$ cat config.mk
export PLATFORM = sky130hd
export DESIGN_NAME = crack_sweep
export DESIGN_NICKNAME = d
export VERILOG_FILES = /design/src/rtl/crack_sweep.sv
export SDC_FILE = /design/constraint.sdc
export NUM_CORES = 1
export LEC_CHECK = 0
export CORE_MARGIN = 2
export CORE_UTILIZATION = 53
export DETAILED_ROUTE_END_ITERATION = 10
export PLACE_DENSITY = 0.89
export SLEW_MARGIN = 20
export SYNTH_ARGS = -nofsm -noshare
export SYNTH_HDL_FRONTEND = slang
export SYNTH_SLANG_ARGS = --single-unit
$ cat constraint.sdc
create_clock -name clk -period 5.2 [get_ports clk]
set_input_delay 1.04 -clock clk [delete_from_list [all_inputs] [get_ports clk]]
set_output_delay 1.04 -clock clk [all_outputs]
set_load 0.005 [all_outputs]
$ cat src/rtl/crack_sweep.sv
// crack_sweep: walks the 24-bit key space in fixed chunks through one crack engine.
// Stops at the first chunk reporting a key, or after the chunk ending at KEY_MAX.
module crack_sweep #(
    parameter logic [23:0] CHUNK   = 24'h010000,
    parameter logic [23:0] KEY_MAX = 24'hFFFFFF
) (
    input  logic        clk,
    input  logic        rst_n,
    input  logic        en,
    output logic        rdy,
    output logic [23:0] key,
    output logic        key_valid,
    output logic [23:0] cur_low,
    output logic        crk_en,
    input  logic        crk_rdy,
    output logic [23:0] crk_low_key,
    output logic [23:0] crk_high_key,
    input  logic [23:0] crk_key,
    input  logic        crk_key_valid
);

    typedef enum logic [2:0] {
        IDLE,
        ISSUE,
        PULSE,
        WAIT_ACK,
        WAIT_DONE,
        DONE
    } state_t;

    state_t      state;
    logic [23:0] base;
    logic [24:0] sum;
    logic [23:0] hi;

    // 25-bit sum so a chunk running past the top of the key space cannot wrap
    assign sum = {1'b0, base} + {1'b0, CHUNK} - 25'd1;
    assign hi  = (sum > {1'b0, KEY_MAX}) ? KEY_MAX : sum[23:0];

    always_ff @(posedge clk or negedge rst_n) begin
        if (!rst_n) begin
            state        <= IDLE;
            base         <= '0;
            rdy          <= 1'b1;
            key          <= '0;
            key_valid    <= 1'b0;
            cur_low      <= '0;
            crk_en       <= 1'b0;
            crk_low_key  <= '0;
            crk_high_key <= '0;
        end else begin
            crk_en <= 1'b0;
            unique case (state)
                IDLE, DONE: begin
                    if (en) begin
                        base      <= '0;
                        key       <= '0;
                        key_valid <= 1'b0;
                        rdy       <= 1'b0;
                        state     <= ISSUE;
                    end
                end
                ISSUE: begin
                    crk_low_key  <= base;
                    crk_high_key <= hi;
                    cur_low      <= base;
                    if (crk_rdy) begin
                        crk_en <= 1'b1;
                        state  <= PULSE;
                    end
                end
                PULSE: begin
                    state <= WAIT_ACK;
                end
                // the engine may still show the previous result here
                WAIT_ACK: begin
                    if (!crk_rdy) begin
                        state <= WAIT_DONE;
                    end
                end
                WAIT_DONE: begin
                    if (crk_rdy) begin
                        if (crk_key_valid) begin
                            key       <= crk_key;
                            key_valid <= 1'b1;
                            rdy       <= 1'b1;
                            state     <= DONE;
                        end else if (crk_high_key == KEY_MAX) begin
                            key_valid <= 1'b0;
                            rdy       <= 1'b1;
                            state     <= DONE;
                        end else begin
                            base  <= crk_high_key + 24'd1;
                            state <= ISSUE;
                        end
                    end
                end
                default: begin
                    state <= IDLE;
                end
            endcase
        end
    end

endmodule

==> flow_summary.yaml <==
pwr:
  power.density_nw_per_um2: 367.0
  power.share.switching: 0.3807
  clkPwrFrac: 0.211
  switching_power_w: 0.0008722
  p_leak_nw: 2.755
  p_seq_frac: 0.441
  power_w: 0.002291
  internal_power_w: 0.001419
  ir_worst_vdd_uv: 177.3
  p_comb_frac: 0.349
die:
  dieWidth_um: 100.2
  die-area_um2: 10040
  num_io_pins: 128
  row_count: 35
  core_area_um2: 9109
  start_util: 0.5383
  die_h_um: 100.2
setup_path:
  cpLargestDelayFamily: "compound AO/OA/AOI/OAI gates"
  end_kind: "register"
  critPathMaxFanout: 24
  critPathMaxStageDelay_ps: 780
  crit_slowest_cell: "nand3_1"
  critPathLaunchType: "input pin"
  crit_type: "in2reg"
  required_ps: 5470
  critPathBufInv: 1
  crit_arrival_ps: 3420
  path_cells: "clkdlybuf4s50_1 > mux2i_1 > a211oi_2 > nand3_1 > o2bb2ai_1"
logic_synthesis:
  async_reset_ff_frac: 1.000
  yosys.area.top_type: "dfrtp_1"
  synth_area_per_cell_um2: 9.358
  yosys_warnings: 0
  ys_seq_area_frac: 0.5208
  synth-main-ff-cell: "dfrtp_1"
  synth_edf_count: 0
  synth_nets: 555
  syn_area_um2: 4903
  synth.top_cell.area_share: 0.5154
  ys_types: 52
  synth_top_cells_by_area: "dfrtp_1 52%, nand2_1 10%, o2bb2ai_1 4.3%, buf_4 4.0%, xor2_1 3.8%"
  synth-seq-cells: 102
  synthCells: 524
layout:
  layout.cells.non_filler: 731
  diodes: 0
  post-route-util: 0.6853
  seq_area_um2: 2554
  area_delta_synth_final_pct: 27.30
  fillers: 682
  nets: 646
  drive_above_1_share: 0.05323
  multiInputGateArea_um2: 2032
sta:
  min_period_ps: 3147
  clock_skew_ps: 8.586
  rsz0062_at_grt: "false"
  whs_ps: 494.7
  finalSetupTns_ps: 0
  hold_viol_final: 0
  fmax_mhz: 317.7
  setup-violations-final: 0
  worst_pin_slew_ps: 1040
  period_share: 0.6053
  relSlewSlack: 0.3014
  slew_viol_final: 0
drt:
  drt_iter0_drc: 225
  dr.max_layer_used: "met4"
  antenna_left: 0
  routedWlPerCell_um: 16.13
  firstDrtPassIters: 5
  wirelength_um: 11790
  routed_via_density: 5.707
  met2_wirelength_um: 5481
  remaining_drc_errors: 0
  met3_length_um: 901
  num_vias: 4172
  wl_met1_um: 5139
clock_network:
  clock_latency_ps: 360
  hold_buffers: 0
  clk_pin_slew_ps: 100
  cts_resized: 0
  post-cts-setup-buffer-count: 0
  h-tree-depth: 3
  cts_tree: "built"
  cts_buffers: 9
  cts.sinks: 102
  cts_root_buffer: "clkbuf_8"
  clockBufferDepth: 2
global_route:
  gr-total-overflow: 0
  grt_pass1_vias: 4108
  grt_pass1_wl_um: 19350
  antenna_found_initial: 0
  grt_max_degree: 61
  track_usage: 0.2405
job:
  drv_cap: 0
place:
  io_buffers: 127
  finalWeightedCongestion: 0.8531
  dp.cells: 715
  hpwl_um: 8361
worst_hold_path:
  hold_path.class: "reg2reg"
status:
  status: "finished, final reports clean"
-- kinds of logic after synthesis --
family	count (synthesis)	synth area share
compound gates	97	0.1327
xor+xnor	35	0.06252
fa+ha+maj	2	0.005103
buf+inv	57	0.06660
flops	102	0.5208
mux	4	0.008166
simple gates	227	0.2041
-- cells in the mapped netlist, types with 2 or more instances --
cell and n:
a21oi_1 17, a31oi_1 7, and2_1 2, and3_1 10, buf_2 6, buf_4 26
clkbuf_1 19, dfrtp_1 101, ha_1 2, inv_1 5, mux2i_1 4, nand2_1 135
nand2b_1 3, nand3_1 12, nand4_1 7, nor2_1 35, nor3_1 6, nor3b_1 2
nor4_1 2, o21ai_0 31, o2bb2ai_1 24, o31ai_1 5, xnor2_1 14, xor2_1 21
-- layout make-up --
cell class | instances | area share
Sequential cell | 102 | 0.4091
Multi-Input combinational cell | 365 | 0.3255
Timing Repair Buffer | 132 | 0.2093
Tap cell | 111 | 0.02225
Clock buffer | 10 | 0.02205
Clock inverter | 6 | 0.008819
Inverter | 5 | 0.003007
-- state kept, by name, summed over array words and instances, names as in the netlist --
signal / cells
crk_en: 1
key: 24
rdy: 1
crk_low_key: 24
state: 3
key_valid: 1
crk_high_key: 24
base: 24
-- final timing paths --
path | slack, ps | cells after the start | to | from
max in group asynchronous | 3450 | 2 | rdy | rst_n
min in group asynchronous | 730 | 1 | crk_low_key[19] | rst_n
worst max register to register | 2380 | 6 | base[8] | crk_high_key[0]
worst min-delay path | 490 | 2 | key[21] | key[21]
worst min register to register | 490 | 2 | key[21] | key[21]
worst max-delay path | 2050 | 5 | base[8] | crk_rdy
-- placed cells by master (no fill, tap or decap), types with 7 or more instances in the layout --
cell	Yosys	routed
dfrtp_1	101	101
o2bb2ai_1	24	24
a31oi_1	7	7
o21ai_0	31	30
and3_1	10	10
nand4_1	7	7
a21oi_1	17	17
clkbuf_8	0	10
nand2_1	135	135
nor2_1	35	35
nand3_1	12	12
xnor2_1	14	14
clkdlybuf4s50_1	0	126
xor2_1	21	21
-- per-stage QoR --
step / area (µm²) / setup slack, ps
3_5_place_dp: 6050 / 1736
3_3_place_gp: 6050 / 1885
6_report: 6242 / 2053
2_1_floorplan: 4903 / 2593
4_1_cts: 6242 / 2106
5_1_grt: 6242 / 1888
-- per-layer routing --
metal	global-route usage	up-vias
met3	0.04526	27
li1	-	1932
met5	0	-
met4	0.09800	0
met2	0.3893	182
met1	0.3220	2031
-- power by group through the flow --
stage / Clock, W / Combinational (W) / Sequential (W)
floorplan: 0 / 0.000511 / 0.000985
global placement: 0 / 0.000767 / 0.00102
detailed placement: 0 / 0.000798 / 0.00102
CTS: 0.000490 / 0.000800 / 0.00101
global route: 0.000521 / 0.000875 / 0.00103
finish: 0.000483 / 0.000799 / 0.00101
-- tightest hold or removal path: stages (launching register included) --
cell and delay [ps]:
dfrtp_1 350, nand2_1 50, o21ai_0 60
No activity file was read; power rests on OpenSTA's default activity.
